===== config.mk =====
export PLATFORM = sky130hd
export DESIGN_NAME = mul_product_uart_tx_flat
export DESIGN_NICKNAME = d
export VERILOG_FILES = /design/src/rtl/mul_product_uart_tx_pkg.sv /design/src/rtl/mul_product_uart_tx_if.sv /design/src/rtl/mul_product_uart_tx_baud_counter.sv /design/src/rtl/mul_product_uart_tx.sv /design/src/flat_wrapper.sv
export SDC_FILE = /design/constraint.sdc
export NUM_CORES = 1
export LEC_CHECK = 0
export CORE_ASPECT_RATIO = 1.1
export CORE_MARGIN = 3
export CORE_UTILIZATION = 55
export DETAILED_ROUTE_END_ITERATION = 8
export GPL_TIMING_DRIVEN = 0
export PLACE_DENSITY = 0.75
export SETUP_SLACK_MARGIN = 0.5
export SLEW_MARGIN = 20
export SYNTH_ARGS = -nofsm -noshare
export SYNTH_HDL_FRONTEND = slang
export SYNTH_SLANG_ARGS = --single-unit

===== constraint.sdc =====
create_clock -name clk -period 2.55 [get_ports clk]
set_input_delay 0.255 -clock clk [delete_from_list [all_inputs] [get_ports clk]]
set_output_delay 0.255 -clock clk [all_outputs]
set_load 0.02 [all_outputs]

===== src/rtl/mul_product_uart_tx_pkg.sv =====
// -----------------------------------------------------------------------------
// mul_uart_pkg
// Shared types and constants for the multiplier-product UART transmitter.
//   tx_state_e : transmitter frame state (IDLE, START, DATA, STOP)
//   DATA_BITS  : product width carried in each frame
//   BIT_CNT_W  : width of the data-bit index counter
// -----------------------------------------------------------------------------
package mul_uart_pkg;

  localparam int DATA_BITS = 8;
  localparam int BIT_CNT_W = 3;

  typedef enum logic [1:0] {
    IDLE  = 2'd0,
    START = 2'd1,
    DATA  = 2'd2,
    STOP  = 2'd3
  } tx_state_e;

endpackage : mul_uart_pkg


===== src/rtl/mul_product_uart_tx_if.sv =====
// -----------------------------------------------------------------------------
// mul_product_uart_tx_if
// Valid/ready handshake carrying one product from the multiplier array to the
// UART transmitter.
//   in_product : product value (DATA_BITS wide)
//   in_valid   : producer has a product on in_product
//   in_ready   : consumer buffer is empty; transfer when valid && ready
// Modports:
//   master : producer side (multiplier front-end)
//   slave  : consumer side (UART transmitter)
// -----------------------------------------------------------------------------
interface mul_product_uart_tx_if;
  import mul_uart_pkg::*;

  logic [DATA_BITS-1:0] in_product;
  logic                 in_valid;
  logic                 in_ready;

  modport master (
    output in_product,
    output in_valid,
    input  in_ready
  );

  modport slave (
    input  in_product,
    input  in_valid,
    output in_ready
  );

endinterface : mul_product_uart_tx_if


===== src/rtl/mul_product_uart_tx_baud_counter.sv =====
// -----------------------------------------------------------------------------
// uart_baud_counter
// Counts 0..CLKS_PER_BIT-1 while enabled and flags the last cycle of each bit
// period. Kept generic so the UART RX operand loader can reuse it.
// Ports:
//   clk     : system clock
//   rst_n   : asynchronous active-low reset
//   clear   : synchronous restart of the count at 0 (wins over enable)
//   enable  : count advances when high
//   bit_end : high during the final cycle of a bit period (count == last)
// -----------------------------------------------------------------------------
module uart_baud_counter #(
  parameter int CLKS_PER_BIT = 87
) (
  input  logic clk,
  input  logic rst_n,
  input  logic clear,
  input  logic enable,
  output logic bit_end
);

  localparam int CNT_W = (CLKS_PER_BIT > 2) ? $clog2(CLKS_PER_BIT) : 1;
  localparam logic [CNT_W-1:0] CNT_LAST = CNT_W'(CLKS_PER_BIT - 1);

  logic [CNT_W-1:0] cnt_q;

  always_ff @(posedge clk or negedge rst_n) begin
    if (!rst_n) begin
      cnt_q <= '0;
    end else if (clear) begin
      cnt_q <= '0;
    end else if (enable) begin
      // Wrap at the end of each bit so consecutive bits need no explicit clear.
      cnt_q <= bit_end ? '0 : cnt_q + CNT_W'(1);
    end
  end

  assign bit_end = enable && (cnt_q == CNT_LAST);

endmodule : uart_baud_counter


===== src/rtl/mul_product_uart_tx.sv =====
// -----------------------------------------------------------------------------
// mul_product_uart_tx
// Takes 8-bit products from the Vedic multiplier array over a valid/ready
// handshake into a one-deep holding buffer and serialises each one on the UART
// TX pin as an 8N1 frame (start 0, 8 data bits LSB first, stop 1). The buffer
// lets the next product arrive while the current frame is on the wire; a
// buffered product follows the previous stop bit with no idle gap.
// Ports:
//   clk      : system clock
//   rst_n    : asynchronous active-low reset (abandons frame and buffer)
//   in_if    : slave handshake (in_product, in_valid, in_ready)
//   uart_tx  : serial line, idle high, registered
//   tx_busy  : frame in progress or buffer occupied, registered
//   tx_done  : one-cycle pulse after each completed stop bit, registered
// -----------------------------------------------------------------------------
module mul_product_uart_tx
  import mul_uart_pkg::*;
#(
  parameter int CLKS_PER_BIT = 87
) (
  input  logic                  clk,
  input  logic                  rst_n,
  mul_product_uart_tx_if.slave  in_if,
  output logic                  uart_tx,
  output logic                  tx_busy,
  output logic                  tx_done
);

  localparam logic [BIT_CNT_W-1:0] LAST_BIT = BIT_CNT_W'(DATA_BITS - 1);

  tx_state_e              state_q, state_d;
  logic [BIT_CNT_W-1:0]   bit_cnt_q, bit_cnt_d;
  logic                   hold_valid_q, hold_valid_d;
  logic                   tx_q, tx_d;
  logic                   busy_q, busy_d;
  logic                   done_q, done_d;
  logic                   ready_q, ready_d;
  logic [DATA_BITS-1:0]   hold_q;
  logic [DATA_BITS-1:0]   shift_q;

  logic                   accept;
  logic                   load;
  logic                   shift;
  logic                   bit_end;
  logic                   baud_clear;
  logic                   baud_en;

  // ready_q always equals !hold_valid_q, so an accept can never coincide with
  // the buffer draining into the shifter.
  assign accept = in_if.in_valid && ready_q;

  assign baud_en    = (state_q != IDLE);
  assign baud_clear = (state_q == IDLE) || (state_d != state_q);

  uart_baud_counter #(
    .CLKS_PER_BIT (CLKS_PER_BIT)
  ) u_baud (
    .clk     (clk),
    .rst_n   (rst_n),
    .clear   (baud_clear),
    .enable  (baud_en),
    .bit_end (bit_end)
  );

  always_comb begin
    state_d      = state_q;
    bit_cnt_d    = bit_cnt_q;
    hold_valid_d = hold_valid_q;
    tx_d         = tx_q;
    done_d       = 1'b0;
    load         = 1'b0;
    shift        = 1'b0;

    unique case (state_q)
      IDLE: begin
        tx_d = 1'b1;
        if (hold_valid_q) begin
          load    = 1'b1;
          state_d = START;
          tx_d    = 1'b0;
        end
      end

      START: begin
        if (bit_end) begin
          state_d   = DATA;
          bit_cnt_d = '0;
          tx_d      = shift_q[0];
        end
      end

      DATA: begin
        if (bit_end) begin
          if (bit_cnt_q == LAST_BIT) begin
            state_d = STOP;
            tx_d    = 1'b1;
          end else begin
            bit_cnt_d = bit_cnt_q + BIT_CNT_W'(1);
            shift     = 1'b1;
            // The register shifts at this edge, so the next bit is shift_q[1].
            tx_d      = shift_q[1];
          end
        end
      end

      STOP: begin
        if (bit_end) begin
          done_d = 1'b1;
          if (hold_valid_q) begin
            // Chain straight into the next start bit: no idle-high cycle.
            load    = 1'b1;
            state_d = START;
            tx_d    = 1'b0;
          end else begin
            state_d = IDLE;
            tx_d    = 1'b1;
          end
        end
      end

      default: begin
        state_d = IDLE;
        tx_d    = 1'b1;
      end
    endcase

    if (accept) begin
      hold_valid_d = 1'b1;
    end else if (load) begin
      hold_valid_d = 1'b0;
    end
  end

  // Status outputs are registered from the next-state values so they line up
  // with the state they describe.
  assign ready_d = !hold_valid_d;
  assign busy_d  = (state_d != IDLE) || hold_valid_d;

  always_ff @(posedge clk or negedge rst_n) begin
    if (!rst_n) begin
      state_q      <= IDLE;
      bit_cnt_q    <= '0;
      hold_valid_q <= 1'b0;
      tx_q         <= 1'b1;
      busy_q       <= 1'b0;
      done_q       <= 1'b0;
      ready_q      <= 1'b1;
    end else begin
      state_q      <= state_d;
      bit_cnt_q    <= bit_cnt_d;
      hold_valid_q <= hold_valid_d;
      tx_q         <= tx_d;
      busy_q       <= busy_d;
      done_q       <= done_d;
      ready_q      <= ready_d;
    end
  end

  // Data registers carry no reset: their contents are only observed while the
  // matching control flag (hold_valid_q / state_q) says they are valid.
  always_ff @(posedge clk) begin
    if (accept) begin
      hold_q <= in_if.in_product;
    end
    if (load) begin
      shift_q <= hold_q;
    end else if (shift) begin
      shift_q <= {1'b0, shift_q[DATA_BITS-1:1]};
    end
  end

  assign in_if.in_ready = ready_q;
  assign uart_tx        = tx_q;
  assign tx_busy        = busy_q;
  assign tx_done        = done_q;

endmodule : mul_product_uart_tx


===== src/flat_wrapper.sv =====
// flat-port wrapper written by rule: the top's interface ports become plain ports
module mul_product_uart_tx_flat import mul_uart_pkg::*;
#(
  parameter int CLKS_PER_BIT = 87
)
  (clk, rst_n, uart_tx, tx_busy, tx_done, in_if_in_product, in_if_in_valid, in_if_in_ready);
  mul_product_uart_tx_if in_if_i ();
  input  logic clk;
  input  logic rst_n;
  output logic uart_tx;
  output logic tx_busy;
  output logic tx_done;
  input wire logic [$bits(in_if_i.in_product)-1:0] in_if_in_product;
  input wire logic [$bits(in_if_i.in_valid)-1:0] in_if_in_valid;
  output wire logic [$bits(in_if_i.in_ready)-1:0] in_if_in_ready;
  assign in_if_i.in_product = in_if_in_product;
  assign in_if_i.in_valid = in_if_in_valid;
  assign in_if_in_ready = in_if_i.in_ready;
  mul_product_uart_tx #(.CLKS_PER_BIT(CLKS_PER_BIT)) u_core (.clk(clk), .rst_n(rst_n), .in_if(in_if_i), .uart_tx(uart_tx), .tx_busy(tx_busy), .tx_done(tx_done));
endmodule

==> metrics.yaml <==
outcome:
  outcome: "complete, no violations"
die:
  placementRows: 20
  start_util_pct: 58.7
  die_h_um: 63.3
  core_area_mm2: 0.00280
  io_pins: 15
  die_x_um: 58.1
  die_area_mm2: 0.00368
synthesis:
  netlist_area_mm2: 0.00164
  synth_nets: 148
  synth_edf_count: 16
  ys.warnings.count: 0
  yosys.cell_types.count: 40
  synth-seq-cells: 33
  ys_seq_area_share_pct: 55.3
  ys_async_sr_fraction_pct: 51.5
  syn_inst: 128
  syn-mean-instance-area_um2: 12.8
  synth_top_flop_cell: "edfxtp_1"
clocking:
  cts.clk_slew.worst_paths_ps: 110
  clk_latency_ps: 330
  cts_hold_buffers: 0
  cts-htree-levels: 2
  cts_tree: "yes"
  cts_buffers: 5
  clock-sinks: 33
  root_buffer: "clkbuf_4"
  cts.path.max_buffers: 2
detailed_routing:
  route.detailed.drc: 0
  dr.pass1.iters: 4
  wire_per_inst_um: 15.5
  antenna_left: 0
  initialDrtViolationCount: 59
  vias: 1062
  routed_wl_um: 2940
  via_per_inst: 5.59
critical_path:
  reg2reg_depth: 8
  cp.arrival_ps: 2120
  crit_top_cell: "buf_6"
  path_depth: 8
  cpMaxStageDelayCell: "dfrtp_1"
  cp_data_required_time_ps: 2630
  crit_family: "flip-flops"
  cp-endpoint: "u_core.shift_q[3]$_DFFE_PP_"
  cp_max_fo: 5
  r2r_start: "u_core.state_q[0]$_DFF_PN0_"
  r2r_setup_slack_ps: 510
  timing.rr.end: "u_core.shift_q[3]$_DFFE_PP_"
  endpoint_kind: "flip-flop"
  cpPeakStageDelay_ps: 390
  crit_buf_inv: 3
  crit_path_cell_trace: "inv_2, ha_4, nand4bb_4, buf_6, nor3_4, o21a_1, buf_6, mux2_4"
  cp-startpoint: "u_core.state_q[0]$_DFF_PN0_"
  worstSetupPathType: "reg -> reg"
  cp-start-kind: "flip-flop"
timing:
  slew-limit-headroom_pct: 48.5
  worst_slack_ps: 508
  hold_violations: 0
  rsz0062_at_grt: "yes"
  fin_skew_ps: 19.8
  setup_viol: 0
  fin_crit_ps: 2040
  post-route-period-util_pct: 80.1
  tns_ps: 0
  clock.fmax_mhz: 490
  worst_pin_slew_ps: 770
  slew_viol_final: 0
global_route:
  overflow: 0
  grt_max_degree: 18
  first_global_vias: 1101
  antenna_found_initial: 0
  grt_first_pass_wirelength_um: 5040
  grtUsageTotal_pct: 18.4
place:
  dpl_cell_area_mm2: 0.00183
  pre_cts_slack_ps: 253
  routabilityCongestion: 0.763
  place_hpwl_um: 1970
  numPortBuffers: 14
final_layout:
  finalNetCount: 176
  diodes: 0
  n_fill_cell: 208
  finish.utilization_pct: 70.4
  drive_gt1_share_pct: 24.8
  areaGrowthSynthToFinish_pct: 20.1
  final_common_cell: "edfxtp_1"
  layout_common_cells: "edfxtp_1, clkdlybuf4s50_1, dfrtp_1, nor2_1, ha_1"
  fin_area_mm2: 0.00197
power_and_ir_drop:
  cellPowerDensity_mw_per_mm2: 427
  clockPowerShare_pct: 31.7
  switching_share_pct: 19.9
  combPwrFrac_pct: 2.4
  p_sw_uw: 168
  internal-power_uw: 675
  vdd_drop_max_v: 0.000444
  seq_power_share_pct: 66.0
  p_leak_nw: 0.823
worst_hold_path:
  holdCritPathClass: "in -> async"
flow_run:
  maxCapViolCount: 0
-- layout make-up --
cell class                 instances  area (um^2)  share of cell area [%]
buffer                             4         31.3                    1.58
clock buffer                       7         45.0                    2.28
clock inverter                     1         3.75                   0.190
inverter                           7         26.3                    1.33
multi-input combinational         84          721                    36.5
sequential                        33          910                    46.1
tap                               33         41.3                    2.09
timing repair buffer              21          196                    9.95
-- synthesized netlist by cell type, types with 2 or more instances --
| master | n | share of area [%] |
|---|---|---|
| nand2_1 | 7 | 1.6 |
| a22oi_1 | 2 | 0.91 |
| dfrtp_1 | 15 | 23 |
| dfstp_2 | 2 | 3.2 |
| o21ai_0 | 5 | 1.5 |
| edfxtp_1 | 16 | 29 |
| mux2_4 | 7 | 6.4 |
| nand3_1 | 2 | 0.61 |
| clkbuf_1 | 2 | 0.46 |
| nand4bb_1 | 2 | 1.4 |
| a31oi_1 | 2 | 0.76 |
| o2bb2ai_1 | 2 | 1.1 |
| xor2_1 | 2 | 1.1 |
| o2111ai_2 | 2 | 1.8 |
| ha_1 | 9 | 6.8 |
| o31a_1 | 2 | 1.1 |
| a21oi_1 | 5 | 1.5 |
| xnor2_1 | 3 | 1.6 |
| buf_6 | 2 | 1.4 |
| inv_1 | 7 | 1.6 |
| nor2_1 | 13 | 3.0 |
-- registers in the layout, summed over array words and instances, names as in the netlist --
register,flops
u_core.tx_done,1
u_core.state_q,2
u_core.hold_valid_q,1
u_core.u_baud.cnt_q,7
u_core.hold_q,8
u_core.uart_tx,1
u_core.in_if.in_ready,1
u_core.bit_cnt_q,3
u_core.tx_busy,1
u_core.shift_q,8
-- metrics by stage --
stage,std cells,hold WS [ps],power [mW]
detailed placement,175,479,0.588
global placement,175,466,0.587
finish,190,361,0.843
floorplan,128,-40.6,0.567
global route,190,395,0.887
CTS,187,385,0.859
-- what timing repair did --
action | CTS | global route
buffers inserted | 3 | 3
pin swaps | 2 | 3
gates cloned | 1 | 0
setup endpoints to repair | 16 | 22
gates resized for setup | 6 | 5
-- layer usage --
| metal | routed length [um] | global-route usage (%) | part of all wire (%) |
|---|---|---|---|
| met2 | 1480 | 29.9 | 50 |
| met4 | 58 | 6.67 | 2.0 |
| met1 | 1290 | 22.4 | 44 |
| met3 | 110 | 6.15 | 3.7 |
| met5 | 0 | 0 | 0 |
-- worst reg2reg max path, cell delays in order, from the launching register on --
cell and delay [ps]:
dfrtp_1 390, inv_2 90, ha_4 180, nand4bb_4 220, buf_6 140, nor3_4 130, o21a_1 190, buf_6 150
mux2_4 300
-- power by group through the flow --
stage | logic (mW) | registers, mW | clock network, mW
3_3_place_gp | 0.0197 | 0.567 | 0
5_1_grt | 0.0219 | 0.556 | 0.309
2_1_floorplan | 0.000000410 | 0.567 | 0
6_report | 0.0199 | 0.556 | 0.267
3_5_place_dp | 0.0206 | 0.567 | 0
4_1_cts | 0.0207 | 0.556 | 0.283
-- worst min path at each step --
| stage | to | slack (ps) | depth (start not counted) | from |
|---|---|---|---|---|
| after detailed placement | u_core.u_baud.cnt_q[0]$_DFFE_PN0P_ | 480 | 1 | u_core.u_baud.cnt_q[0]$_DFFE_PN0P_ |
| after global routing | u_core.bit_cnt_q[2]$_DFFE_PN0P_ | 400 | 1 | rst_n |
| after global placement | u_core.u_baud.cnt_q[0]$_DFFE_PN0P_ | 470 | 1 | u_core.u_baud.cnt_q[0]$_DFFE_PN0P_ |
| after floorplan | u_core.bit_cnt_q[0]$_DFFE_PN0P_ | -40 | 0 | rst_n |
| final | u_core.bit_cnt_q[1]$_DFFE_PN0P_ | 360 | 1 | rst_n |
| after CTS | u_core.bit_cnt_q[1]$_DFFE_PN0P_ | 390 | 1 | rst_n |
-- kinds of logic after synthesis --
kind of cell	synth area share, %
compound gates	12.1
fa+ha+maj	6.85
buf+inv	3.43
simple gates	12.6
mux	7.08
flops	55.3
xor+xnor	2.66
(Power assumes the default switching activity.)
